File: config.mk
export PLATFORM = sky130hd
export DESIGN_NAME = rab_lookup_ctrl_flat
export DESIGN_NICKNAME = d
export VERILOG_FILES = /design/src/rtl/rab_lookup_ctrl_pkg.sv /design/src/rtl/rab_lookup_ctrl_if.sv /design/src/rtl/rab_rr_arb2.sv /design/src/rtl/rab_lookup_ctrl.sv /design/src/flat_wrapper.sv
export SDC_FILE = /design/constraint.sdc
export NUM_CORES = 1
export LEC_CHECK = 0
export CAP_MARGIN = 20
export CORE_ASPECT_RATIO = 0.8
export CORE_UTILIZATION = 43
export CTS_BUF_LIST = sky130_fd_sc_hd__clkbuf_8 sky130_fd_sc_hd__clkbuf_16
export CTS_CLUSTER_DIAMETER = 30
export DETAILED_ROUTE_END_ITERATION = 6
export HOLD_SLACK_MARGIN = 0.03
export PLACE_DENSITY = 0.8
export SLEW_MARGIN = 20
export SYNTH_ARGS = -nofsm -noshare
export SYNTH_HDL_FRONTEND = slang
export SYNTH_SLANG_ARGS = --single-unit
File: constraint.sdc
create_clock -name Clk_CI -period 8.6 [get_ports Clk_CI]
set_clock_uncertainty 0.05 [all_clocks]
set_input_delay 1.72 -clock Clk_CI [delete_from_list [all_inputs] [get_ports Clk_CI]]
set_output_delay 1.72 -clock Clk_CI [all_outputs]
set_load 0.05 [all_outputs]
File: src/rtl/rab_lookup_ctrl_pkg.sv
// Shared types for the RAB lookup controller: FSM state encoding and the
// registered lookup-result record.
package rab_lookup_ctrl_pkg;

  // Widest physical address the result record can carry.
  localparam int RAB_PHYS_AW = 40;

  // Channel indices used by the two-way arbiter (bit 0 = write, bit 1 = read).
  localparam int RAB_CH_WR = 0;
  localparam int RAB_CH_RD = 1;

  typedef enum logic [1:0] {
    RAB_IDLE   = 2'd0,
    RAB_LOOKUP = 2'd1,
    RAB_RESP   = 2'd2
  } rab_state_e;

  // Outcome of one lookup, captured during LOOKUP and held through RESP.
  typedef struct packed {
    logic                   miss;
    logic                   multi;
    logic                   prot;
    logic                   coherent;
    logic [RAB_PHYS_AW-1:0] addr;
  } rab_result_t;

endpackage

File: src/rtl/rab_lookup_ctrl_if.sv
// Bundle of the request, slice-array and result channels of the lookup
// controller. Handshake rule on every valid/ready pair: a transfer happens in
// the cycle where valid and ready are both 1 at the rising clock edge; the
// payload travels with valid and is held by the source until that edge.
interface rab_lookup_ctrl_if #(
  parameter int N_SLICES        = 16,
  parameter int ADDR_WIDTH_VIRT = 32,
  parameter int ADDR_WIDTH_PHYS = 40,
  parameter int ID_WIDTH        = 8
);
  // write request channel
  logic                       wr_valid_i;
  logic                       wr_ready_o;
  logic [ADDR_WIDTH_VIRT-1:0] wr_addr_i;
  logic [7:0]                 wr_len_i;
  logic [2:0]                 wr_size_i;
  logic [ID_WIDTH-1:0]        wr_id_i;
  // read request channel
  logic                       rd_valid_i;
  logic                       rd_ready_o;
  logic [ADDR_WIDTH_VIRT-1:0] rd_addr_i;
  logic [7:0]                 rd_len_i;
  logic [2:0]                 rd_size_i;
  logic [ID_WIDTH-1:0]        rd_id_i;
  // lookup request towards the slice array
  logic                       int_rw_o;
  logic [ADDR_WIDTH_VIRT-1:0] int_addr_min_o;
  logic [ADDR_WIDTH_VIRT-1:0] int_addr_max_o;
  // lookup result from the slice array
  logic [N_SLICES-1:0]        hit_i;
  logic [N_SLICES-1:0]        prot_i;
  logic                       multiple_hit_i;
  logic                       cache_coherent_i;
  logic [ADDR_WIDTH_PHYS-1:0] out_addr_i;
  // result channel
  logic                       res_valid_o;
  logic                       res_ready_i;
  logic                       res_rw_o;
  logic [ID_WIDTH-1:0]        res_id_o;
  logic [ADDR_WIDTH_PHYS-1:0] res_addr_o;
  logic                       res_miss_o;
  logic                       res_prot_o;
  logic                       res_multi_o;
  logic                       res_coherent_o;

  // Environment side: issues requests, answers lookups, consumes results.
  modport master (
    output wr_valid_i, wr_addr_i, wr_len_i, wr_size_i, wr_id_i,
    input  wr_ready_o,
    output rd_valid_i, rd_addr_i, rd_len_i, rd_size_i, rd_id_i,
    input  rd_ready_o,
    input  int_rw_o, int_addr_min_o, int_addr_max_o,
    output hit_i, prot_i, multiple_hit_i, cache_coherent_i, out_addr_i,
    input  res_valid_o, res_rw_o, res_id_o, res_addr_o,
    input  res_miss_o, res_prot_o, res_multi_o, res_coherent_o,
    output res_ready_i
  );

  // Controller side.
  modport slave (
    input  wr_valid_i, wr_addr_i, wr_len_i, wr_size_i, wr_id_i,
    output wr_ready_o,
    input  rd_valid_i, rd_addr_i, rd_len_i, rd_size_i, rd_id_i,
    output rd_ready_o,
    output int_rw_o, int_addr_min_o, int_addr_max_o,
    input  hit_i, prot_i, multiple_hit_i, cache_coherent_i, out_addr_i,
    output res_valid_o, res_rw_o, res_id_o, res_addr_o,
    output res_miss_o, res_prot_o, res_multi_o, res_coherent_o,
    input  res_ready_i
  );

endinterface

File: src/rtl/rab_rr_arb2.sv
// Two-requester round-robin arbiter. Bit 0 is the write channel, bit 1 the
// read channel. A grant is also the handshake (ready = grant, and a grant is
// only given to a valid requester), so the pointer moves on every grant.
module rab_rr_arb2
  import rab_lookup_ctrl_pkg::*;
(
  input  logic       clk,
  input  logic       rst_n,
  input  logic       en,
  input  logic [1:0] req,
  output logic [1:0] gnt
);

  // 1 when the read channel was granted last, so write has priority next.
  logic last_rd_q;

  // Lone requester wins; on contention the channel not granted last wins.
  always_comb begin
    gnt            = 2'b00;
    gnt[RAB_CH_WR] = en && req[RAB_CH_WR] && (!req[RAB_CH_RD] || last_rd_q);
    gnt[RAB_CH_RD] = en && req[RAB_CH_RD] && (!req[RAB_CH_WR] || !last_rd_q);
  end

  // Remember who was granted; reset leaves write as the first winner.
  always_ff @(posedge clk) begin
    if (!rst_n) begin
      last_rd_q <= 1'b1;
    end else if (gnt[RAB_CH_WR]) begin
      last_rd_q <= 1'b0;
    end else if (gnt[RAB_CH_RD]) begin
      last_rd_q <= 1'b1;
    end
  end

endmodule

File: src/rtl/rab_lookup_ctrl.sv
// RAB lookup controller: arbitrates read/write requests, presents the address
// range of the accepted burst to the slice array, captures the lookup outcome
// and hands it out on the result channel. One request in flight at a time:
// IDLE (accept) -> LOOKUP (sample slice array) -> RESP (wait for res_ready_i).
module rab_lookup_ctrl
  import rab_lookup_ctrl_pkg::*;
#(
  parameter int N_SLICES        = 16,
  parameter int ADDR_WIDTH_VIRT = 32,
  parameter int ADDR_WIDTH_PHYS = 40,
  parameter int ID_WIDTH        = 8
)(
  input  logic             Clk_CI,
  input  logic             Rst_RBI,
  rab_lookup_ctrl_if.slave bus,
  output rab_state_e       dbg_state
);

  localparam int AW = ADDR_WIDTH_VIRT;

  rab_state_e          state_q, state_d;
  logic [1:0]          req, gnt;
  logic                arb_en;

  logic                sel_rd;
  logic [AW-1:0]       sel_addr;
  logic [7:0]          sel_len;
  logic [2:0]          sel_size;
  logic [ID_WIDTH-1:0] sel_id;
  logic [AW:0]         span, sum;
  logic [AW-1:0]       addr_max;

  logic                rw_q;
  logic [ID_WIDTH-1:0] id_q;
  logic [AW-1:0]       amin_q, amax_q;

  logic [N_SLICES-1:0] hit, prot;
  rab_result_t         res_q, res_d;

  assign req    = {bus.rd_valid_i, bus.wr_valid_i};
  // Ready is withheld outside IDLE and while reset is asserted.
  assign arb_en = Rst_RBI && (state_q == RAB_IDLE);

  rab_rr_arb2 u_arb (
    .clk   (Clk_CI),
    .rst_n (Rst_RBI),
    .en    (arb_en),
    .req   (req),
    .gnt   (gnt)
  );

  assign bus.wr_ready_o = gnt[RAB_CH_WR];
  assign bus.rd_ready_o = gnt[RAB_CH_RD];

  // Select the granted channel and compute the last byte of its burst; the
  // extra top bit catches a burst running past the end of the address space.
  always_comb begin
    sel_rd   = gnt[RAB_CH_RD];
    sel_addr = sel_rd ? bus.rd_addr_i : bus.wr_addr_i;
    sel_len  = sel_rd ? bus.rd_len_i  : bus.wr_len_i;
    sel_size = sel_rd ? bus.rd_size_i : bus.wr_size_i;
    sel_id   = sel_rd ? bus.rd_id_i   : bus.wr_id_i;
    span     = ((AW+1)'(sel_len) + (AW+1)'(1)) << sel_size;
    sum      = {1'b0, sel_addr} + span - (AW+1)'(1);
    addr_max = sum[AW] ? {AW{1'b1}} : sum[AW-1:0];
  end

  // Capture the accepted request; it keeps driving the slice array afterwards.
  always_ff @(posedge Clk_CI) begin
    if (!Rst_RBI) begin
      rw_q   <= 1'b0;
      id_q   <= '0;
      amin_q <= '0;
      amax_q <= '0;
    end else if (|gnt) begin
      rw_q   <= gnt[RAB_CH_WR];
      id_q   <= sel_id;
      amin_q <= sel_addr;
      amax_q <= addr_max;
    end
  end

  // FSM state register.
  always_ff @(posedge Clk_CI) begin
    if (!Rst_RBI) begin
      state_q <= RAB_IDLE;
    end else begin
      state_q <= state_d;
    end
  end

  // FSM next-state logic.
  always_comb begin
    state_d = state_q;
    case (state_q)
      RAB_IDLE:   if (|gnt) state_d = RAB_LOOKUP;
      RAB_LOOKUP: state_d = RAB_RESP;
      RAB_RESP:   if (bus.res_ready_i) state_d = RAB_IDLE;
      default:    state_d = RAB_IDLE;
    endcase
  end

  assign hit  = bus.hit_i;
  assign prot = bus.prot_i;

  // Interpret the slice-array answer; a miss or an ambiguous hit yields no
  // usable translation, so address and coherency are forced to 0.
  always_comb begin
    res_d          = '0;
    res_d.miss     = (hit == '0);
    res_d.multi    = bus.multiple_hit_i;
    res_d.prot     = |(hit & prot);
    if (!res_d.miss && !res_d.multi) begin
      res_d.addr     = RAB_PHYS_AW'(bus.out_addr_i);
      res_d.coherent = bus.cache_coherent_i;
    end
  end

  // Result register: loaded once in LOOKUP, then frozen through RESP.
  always_ff @(posedge Clk_CI) begin
    if (!Rst_RBI) begin
      res_q <= '0;
    end else if (state_q == RAB_LOOKUP) begin
      res_q <= res_d;
    end
  end

  assign bus.int_rw_o       = rw_q;
  assign bus.int_addr_min_o = amin_q;
  assign bus.int_addr_max_o = amax_q;

  assign bus.res_valid_o    = (state_q == RAB_RESP);
  assign bus.res_rw_o       = rw_q;
  assign bus.res_id_o       = id_q;
  assign bus.res_addr_o     = ADDR_WIDTH_PHYS'(res_q.addr);
  assign bus.res_miss_o     = res_q.miss;
  assign bus.res_prot_o     = res_q.prot;
  assign bus.res_multi_o    = res_q.multi;
  assign bus.res_coherent_o = res_q.coherent;

  assign dbg_state = state_q;

endmodule

File: src/flat_wrapper.sv
// flat-port wrapper written by rule: the top's interface ports become plain ports
module rab_lookup_ctrl_flat import rab_lookup_ctrl_pkg::*;
#(
  parameter int N_SLICES        = 16,
  parameter int ADDR_WIDTH_VIRT = 32,
  parameter int ADDR_WIDTH_PHYS = 40,
  parameter int ID_WIDTH        = 8
)
  (Clk_CI, Rst_RBI, dbg_state, bus_wr_valid_i, bus_wr_addr_i, bus_wr_len_i, bus_wr_size_i, bus_wr_id_i, bus_wr_ready_o, bus_rd_valid_i, bus_rd_addr_i, bus_rd_len_i, bus_rd_size_i, bus_rd_id_i, bus_rd_ready_o, bus_int_rw_o, bus_int_addr_min_o, bus_int_addr_max_o, bus_hit_i, bus_prot_i, bus_multiple_hit_i, bus_cache_coherent_i, bus_out_addr_i, bus_res_valid_o, bus_res_rw_o, bus_res_id_o, bus_res_addr_o, bus_res_miss_o, bus_res_prot_o, bus_res_multi_o, bus_res_coherent_o, bus_res_ready_i);
  rab_lookup_ctrl_if #(.N_SLICES(N_SLICES), .ADDR_WIDTH_VIRT(ADDR_WIDTH_VIRT), .ADDR_WIDTH_PHYS(ADDR_WIDTH_PHYS), .ID_WIDTH(ID_WIDTH)) bus_i ();
  input  logic Clk_CI;
  input  logic Rst_RBI;
  output rab_state_e dbg_state;
  input wire logic [$bits(bus_i.wr_valid_i)-1:0] bus_wr_valid_i;
  input wire logic [$bits(bus_i.wr_addr_i)-1:0] bus_wr_addr_i;
  input wire logic [$bits(bus_i.wr_len_i)-1:0] bus_wr_len_i;
  input wire logic [$bits(bus_i.wr_size_i)-1:0] bus_wr_size_i;
  input wire logic [$bits(bus_i.wr_id_i)-1:0] bus_wr_id_i;
  output wire logic [$bits(bus_i.wr_ready_o)-1:0] bus_wr_ready_o;
  input wire logic [$bits(bus_i.rd_valid_i)-1:0] bus_rd_valid_i;
  input wire logic [$bits(bus_i.rd_addr_i)-1:0] bus_rd_addr_i;
  input wire logic [$bits(bus_i.rd_len_i)-1:0] bus_rd_len_i;
  input wire logic [$bits(bus_i.rd_size_i)-1:0] bus_rd_size_i;
  input wire logic [$bits(bus_i.rd_id_i)-1:0] bus_rd_id_i;
  output wire logic [$bits(bus_i.rd_ready_o)-1:0] bus_rd_ready_o;
  output wire logic [$bits(bus_i.int_rw_o)-1:0] bus_int_rw_o;
  output wire logic [$bits(bus_i.int_addr_min_o)-1:0] bus_int_addr_min_o;
  output wire logic [$bits(bus_i.int_addr_max_o)-1:0] bus_int_addr_max_o;
  input wire logic [$bits(bus_i.hit_i)-1:0] bus_hit_i;
  input wire logic [$bits(bus_i.prot_i)-1:0] bus_prot_i;
  input wire logic [$bits(bus_i.multiple_hit_i)-1:0] bus_multiple_hit_i;
  input wire logic [$bits(bus_i.cache_coherent_i)-1:0] bus_cache_coherent_i;
  input wire logic [$bits(bus_i.out_addr_i)-1:0] bus_out_addr_i;
  output wire logic [$bits(bus_i.res_valid_o)-1:0] bus_res_valid_o;
  output wire logic [$bits(bus_i.res_rw_o)-1:0] bus_res_rw_o;
  output wire logic [$bits(bus_i.res_id_o)-1:0] bus_res_id_o;
  output wire logic [$bits(bus_i.res_addr_o)-1:0] bus_res_addr_o;
  output wire logic [$bits(bus_i.res_miss_o)-1:0] bus_res_miss_o;
  output wire logic [$bits(bus_i.res_prot_o)-1:0] bus_res_prot_o;
  output wire logic [$bits(bus_i.res_multi_o)-1:0] bus_res_multi_o;
  output wire logic [$bits(bus_i.res_coherent_o)-1:0] bus_res_coherent_o;
  input wire logic [$bits(bus_i.res_ready_i)-1:0] bus_res_ready_i;
  assign bus_i.wr_valid_i = bus_wr_valid_i;
  assign bus_i.wr_addr_i = bus_wr_addr_i;
  assign bus_i.wr_len_i = bus_wr_len_i;
  assign bus_i.wr_size_i = bus_wr_size_i;
  assign bus_i.wr_id_i = bus_wr_id_i;
  assign bus_wr_ready_o = bus_i.wr_ready_o;
  assign bus_i.rd_valid_i = bus_rd_valid_i;
  assign bus_i.rd_addr_i = bus_rd_addr_i;
  assign bus_i.rd_len_i = bus_rd_len_i;
  assign bus_i.rd_size_i = bus_rd_size_i;
  assign bus_i.rd_id_i = bus_rd_id_i;
  assign bus_rd_ready_o = bus_i.rd_ready_o;
  assign bus_int_rw_o = bus_i.int_rw_o;
  assign bus_int_addr_min_o = bus_i.int_addr_min_o;
  assign bus_int_addr_max_o = bus_i.int_addr_max_o;
  assign bus_i.hit_i = bus_hit_i;
  assign bus_i.prot_i = bus_prot_i;
  assign bus_i.multiple_hit_i = bus_multiple_hit_i;
  assign bus_i.cache_coherent_i = bus_cache_coherent_i;
  assign bus_i.out_addr_i = bus_out_addr_i;
  assign bus_res_valid_o = bus_i.res_valid_o;
  assign bus_res_rw_o = bus_i.res_rw_o;
  assign bus_res_id_o = bus_i.res_id_o;
  assign bus_res_addr_o = bus_i.res_addr_o;
  assign bus_res_miss_o = bus_i.res_miss_o;
  assign bus_res_prot_o = bus_i.res_prot_o;
  assign bus_res_multi_o = bus_i.res_multi_o;
  assign bus_res_coherent_o = bus_i.res_coherent_o;
  assign bus_i.res_ready_i = bus_res_ready_i;
  rab_lookup_ctrl #(.N_SLICES(N_SLICES), .ADDR_WIDTH_VIRT(ADDR_WIDTH_VIRT), .ADDR_WIDTH_PHYS(ADDR_WIDTH_PHYS), .ID_WIDTH(ID_WIDTH)) u_core (.Clk_CI(Clk_CI), .Rst_RBI(Rst_RBI), .bus(bus_i), .dbg_state(dbg_state));
endmodule
# Word-level counts from Yosys, hierarchy flattened
# Index checks and enable logic that the tools add are counted.
# word_totals
word_cells,50
register_bits,120
# classes
bitwise,1
n_eq_ne,4
n_addsub,3
reduce_logical,19
shifts,1
n_mux,11
# op_table
cell,count
two-way mux 32 bit,2
two-way mux 41 bit,1
adder 32 x 33 -> 33 bit,1
<< shifter 33 x 3 -> 33 bit,1
subtractor 33 x 1 -> 33 bit (second input constant),1
bitwise AND 16 bit,1
logical NOT 16 bit,1
two-way mux 8 bit,2
OR reduction 16 bit,1
adder 8 x 1 -> 9 bit (second input constant),1
logical AND 1 bit,6
one-hot mux 2 bit (3 select lines),1
logical NOT 1 bit,5
two-way mux 2 bit,2
two-way mux 3 bit,1
== test 2 x 1 -> 1 bit (second input constant),1
== test 2 bit (second input constant),1
logical NOT 2 bit,1
logical OR 1 bit,2
two-way mux 1 bit,2
inequality test 2 x 1 -> 1 bit (second input constant),1
inequality test 2 bit (second input constant),1
AND reduction 2 bit,1
nonzero test 2 bit,1
OR reduction 2 bit,1

# Logic depth before layout (Yosys ltp)
# Gate-level depths: netlist of run 1.
# logic_depth
word_depth,10
mapped_depth,28
depth_no_buf,24

# Cells and area by module
# Synthesis of run 1 repeated with hierarchy kept, for this count alone.
# unflattened
cells_unflattened,886
area_unflattened_um2,7399.6
# modules_own_cells
module,instances,area_each_um2,cells_per_inst
rab_lookup_ctrl,1,7343.3,878
rab_rr_arb2,1,56.3,8

# Worst setup path after synthesis of run 1
# No wires, ideal clock.
# synth_path
path_kind,input port to flip-flop
from,input bus_rd_valid_i
to,register u_core.amax_q[2] (netlist: u_core.bus.int_addr_max_o[2])
setup_slack_ns,1.959
arrival_ns,6.469
path_stages,27
required_ns,8.428
cell_sequence,a21boi_1 > nand2_4 > buf_6 > buf_2 > buf_1 > mux2_2 > ha_1 > clkbuf_1 > nand3_1 > xnor2_1 > nor2_1 > a21oi_1 > mux2i_1 > a21oi_1 > a22oi_1 > ha_1 > inv_1 > ha_1 > a21oi_1 > o211ai_2 > nor2_1 > o211ai_2 > o21ai_0 > or3b_1 > a21boi_4 > buf_6 > a21oi_2
# synth_between
elab_chain_cells,8
elab_cells_between_ends,14
cone_classes,3 x add/sub; 1 x shift; 4 x mux; 6 x reduce/logical
# synth_lines
item,line_no,rtl
from (decl),flat_wrapper.sv:20,input wire logic [$bits(bus_i.rd_valid_i)-1:0] bus_rd_valid_i;
logical AND 1 bit (2 in series),rab_rr_arb2.sv:21,gnt[RAB_CH_RD] = en && req[RAB_CH_RD] && (!req[RAB_CH_WR] || !last_rd_q);
two-way mux 8 bit,rab_lookup_ctrl.sv:60,sel_len = sel_rd ? bus.rd_len_i : bus.wr_len_i;
adder 8 x 1 -> 9 bit,rab_lookup_ctrl.sv:63,span = ((AW+1)'(sel_len) + (AW+1)'(1)) << sel_size;
<< shifter 33 x 3 -> 33 bit,rab_lookup_ctrl.sv:63,
adder 32 x 33 -> 33 bit,rab_lookup_ctrl.sv:64,"sum = {1'b0, sel_addr} + span - (AW+1)'(1);"
subtractor 33 x 1 -> 33 bit,rab_lookup_ctrl.sv:64,
two-way mux 32 bit,rab_lookup_ctrl.sv:65,addr_max = sum[AW] ? {AW{1'b1}} : sum[AW-1:0];
to (signal assigned),rab_lookup_ctrl.sv:79,amax_q <= addr_max;
to (decl),rab_lookup_ctrl.sv:35,"logic [AW-1:0] amin_q, amax_q;"
# Parallel ways exist; a longest one is shown, timed or not.
# A chain may end at the register's enable or synchronous reset.

# Worst setup path after layout of run 1
# layout_path
from,input bus_rd_valid_i
to,register u_core.amax_q[22] (netlist: u_core.bus.int_addr_max_o[22])
# Same word-level chain as after synthesis.

==> results of run 1 <==
## kinds of logic after synthesis
group                    after synthesis  synth area share
AO/OA/AOI/OAI                        272             0.249
multiplexers                          50            0.0701
flip-flops                           120             0.323
buffers and inverters                109            0.0617
XOR/XNOR                              38            0.0447
adder cells (fa/ha/maj)               49            0.0833
AND/OR/NAND/NOR                      251             0.169
## layout make-up
type	instances	area, um^2
diodes	2	5.00
clock buffers	17	425
clock inverters	15	190
fillers	1407	5580
inverters	58	218
multi-input cells	660	4600
flip-flops and latches	120	2400
well taps	220	275
repair buffers	309	3070
## synth_stat cells, types with 3 or more instances
library cell               count
sky130_fd_sc_hd__xnor2_1      22
sky130_fd_sc_hd__xor2_1       16
sky130_fd_sc_hd__o21a_1        3
sky130_fd_sc_hd__or3_1         3
sky130_fd_sc_hd__nand2_1      59
sky130_fd_sc_hd__nor4_1        4
sky130_fd_sc_hd__dfxtp_1     120
sky130_fd_sc_hd__a21oi_2      20
sky130_fd_sc_hd__and3_1        4
sky130_fd_sc_hd__o211ai_1      5
sky130_fd_sc_hd__mux2i_1      43
sky130_fd_sc_hd__mux2_2        3
sky130_fd_sc_hd__nor3_1       12
sky130_fd_sc_hd__a32oi_1       3
sky130_fd_sc_hd__inv_1        56
sky130_fd_sc_hd__a21o_1        9
sky130_fd_sc_hd__buf_6         4
sky130_fd_sc_hd__a22oi_1      47
sky130_fd_sc_hd__nor2b_1      45
sky130_fd_sc_hd__nand2b_1      7
sky130_fd_sc_hd__a311oi_1      9
sky130_fd_sc_hd__clkbuf_1     31
sky130_fd_sc_hd__nand4_1       4
sky130_fd_sc_hd__o21ai_0      55
sky130_fd_sc_hd__nor2_1       72
sky130_fd_sc_hd__a21oi_1      61
sky130_fd_sc_hd__ha_1         48
sky130_fd_sc_hd__a211oi_1     31
sky130_fd_sc_hd__nand3_1      27
sky130_fd_sc_hd__buf_2        11
## flip-flops by register name, summed over array words and instances (netlist names), 2 cells and up
signal                     flops
u_core.bus.res_id_o            8
u_core.bus.int_addr_max_o     32
u_core.bus.int_addr_min_o     32
u_core.dbg_state               2
u_core.bus.res_addr_o         40
## path summary, 6_finish.rpt
check / from / to / slack (ns)
max: bus_rd_valid_i / u_core.bus.int_addr_max_o[22]$_SDFFE_PN0P_ / 1.23
min: u_core.bus.res_multi_o$_SDFFE_PN0N_ / u_core.bus.res_multi_o$_SDFFE_PN0N_ / 0.42
max reg2reg: u_core.dbg_state[1]$_SDFFE_PN0P_ / u_core.bus.int_addr_max_o[22]$_SDFFE_PN0P_ / 2.68
min reg2reg: u_core.bus.res_multi_o$_SDFFE_PN0N_ / u_core.bus.res_multi_o$_SDFFE_PN0N_ / 0.42
## power breakdown
group	internal (mW)	switching, mW	total (mW)
Sequential	0.611	0.0302	0.642
Clock	0.461	0.293	0.754
Combinational	0.376	0.596	0.972
Total	1.45	0.919	2.37
## routing by layer
layer | vias to the layer above | GRT usage
met5 | - | 0
met4 | 0 | 0.0816
li1 | 3729 | -
met1 | 3485 | 0.329
met3 | 26 | 0.0696
met2 | 280 | 0.471
## metrics by stage
| stage | std cells | hold slack, ns | cell area [um^2] |
|---|---|---|---|
| finish | 1401 | 0.418 | 11200 |
| global route | 1401 | 0.438 | 11200 |
| CTS | 1399 | 0.416 | 11200 |
| detailed placement | 1367 | 0.407 | 10600 |
| global placement | 1367 | 0.408 | 10600 |
| floorplan | 889 | 0.405 | 7450 |
## tightest hold or removal path, delay by kind of cell (launching register included)
family | cells | cell delay, ns
AOI/OAI and AO/OA | 1 | 0.06
and+or+nand+nor | 1 | 0.05
DFF | 1 | 0.31
==> key figures, run 1 <==
Die
  • I/O pin count: roughly 300
  • Area of the core: between 0.015 and 0.02 mm^2
  • Initial cell density of the core: 0.444
  • Std cell rows: 42
  • Die height: 120 um
  • Die Span X: 149 um
  • Die Outline Area: 0.0179 mm^2

Setup path
  • Worst Path Buf+Inv: 4
  • Required time of the worst setup path: 8.83 ns
  • Critical path data arrival time: 7.60 ns
  • Stages on worst setup path: 25
  • Cell with the largest stage delay on the worst path: sky130_fd_sc_hd__clkdlybuf4s50_1
  • Top Family by Delay on Critical Path: compound AO/OA/AOI/OAI gates
  • Critical path fanouts, max: 27
  • Depth of the worst register-to-register path: 24
  • Biggest cell delay along the critical path: roughly 0.5 ns
  • Critical path start-end classification: primary input to flip-flop
  • Crit path capture type: flip-flop
  • Worst Setup Start Kind: primary input

Clock network
  • Cts-stage hold buffer count: 0
  • Root buf cell: sky130_fd_sc_hd__clkbuf_16
  • Num CTS Buffers: 17
  • CTS tree: done
  • Clock net sink count: 120
  • Total number of H-tree levels: 4
  • Later-pin clock latency in the skew report: 0.42 ns
  • Clock-pin slew on the worst setup and hold paths: approximately 0.06 ns
  • Maximum number of buffers from clock root to sink: 2
  • Resized cells post-CTS: 0
  • Number of buffers inserted by post-CTS setup repair: 0

STA
  • Crit share post-route: 0.857
  • Maximum operating frequency: 136 MHz
  • Number of hold violations in the final report: 0
  • Final worst slack: 1.23 ns
  • Worst max-slew margin expressed relative to the limit: 0.361
  • Period minus WS final: 7.37 ns
  • Max-slew violation total from the final report: 0
  • Final setup violating endpoints: 0
  • Setup TNS: 0 ns
  • RSZ-0062 raised after global routing: no
  • Worst-margin pin slew: 0.958 ns

Synthesis
  • Cell count after synthesis: 889
  • Post-synth top flop: sky130_fd_sc_hd__dfxtp_1
  • Synthesis Warnings: 0
  • Register bit total from synthesis: 120
  • Area share of the leading cell type in the synthesized netlist: 0.323
  • Share of async-settable or async-resettable flops after synthesis: 0
  • Fraction of the yosys area taken by sequential cells: 0.323
  • Post-Syn Nets: 1119
  • Top cell type by total area after synthesis: sky130_fd_sc_hd__dfxtp_1
  • Average cell area after synthesis: 8.38 um^2
  • Number of enable flip-flop cells after synthesis: 0
  • Top post-synthesis cells by area: sky130_fd_sc_hd__dfxtp_1, sky130_fd_sc_hd__ha_1, sky130_fd_sc_hd__mux2i_1
  • Combined area of all synthesized cells: 0.00745 mm^2
  • Synth cell types: 72

Detailed routing
  • Wire length reported by the detailed router: 24400 um
  • TritonRoute pass-1 iters: 5
  • Highest signal layer in the routed design: met4
  • Number of DRC violations after detailed routing: 0
  • Detail Route Antenna Nets: 0
  • Final routed wire length divided by cell count: 17.4 um
  • DR vias: 7520
  • Via count normalized by instance count: 5.37
  • Detailed route wirelength on metal3: around 1700 um
  • First-iteration detailed-routing DRC count: 522
  • Total routed wire length on the met1 layer: 10400 um
  • Routed length on met2: 11900 um

GRT
  • First-pass GRT wire length: ~38000 um
  • Congestion Overflow GR: 0
  • Maximum number of pins on one net before global-route repair: 99
  • Initial antenna violation count: 2
  • Global routing usage summed across all routing layers: 0.272
  • Via count of the first global-routing pass: 7225

Flow run
  • Max-cap violations: 0

Finish
  • Final net count: between 1k and 1.5k
  • Post-route core utilization: 0.667
  • Layout cells sized above 1: 0.0729
  • Most common library cell in the layout ignoring fill and taps: sky130_fd_sc_hd__clkdlybuf4s50_1
  • Most used cells in the layout excluding fill and tap cells: sky130_fd_sc_hd__clkdlybuf4s50_1, sky130_fd_sc_hd__dfxtp_1, sky130_fd_sc_hd__nor2_1, sky130_fd_sc_hd__a21oi_1, sky130_fd_sc_hd__nand2_1
  • Syn-to-layout area delta: 50.2%

Power and ir drop
  • Overall power consumption: 2.37 mW
  • Leakage: 4.56 nW
  • Power density over the cells: 212 mW/mm^2
  • Peak supply drop: 0.170 mV

Placed design
  • Routability congestion estimate: about 0.86
  • Placement Setup Slack: 0.901 ns
  • HPWL after detailed placement: 18200 um
  • Input/output buffers: 303

Hold path
  • Worst hold path class: flip-flop to flip-flop
  • Worst Hold Depth: 2

Run status
  • Status: finished clean
(Power assumes the default switching activity.)
==> run 2, diff against run 1 <==
Settings changed: HOLD_SLACK_MARGIN 0.03 to not set.
==> results of run 2 <==
Final layout, timing and power as in run 1 (identical DEF).
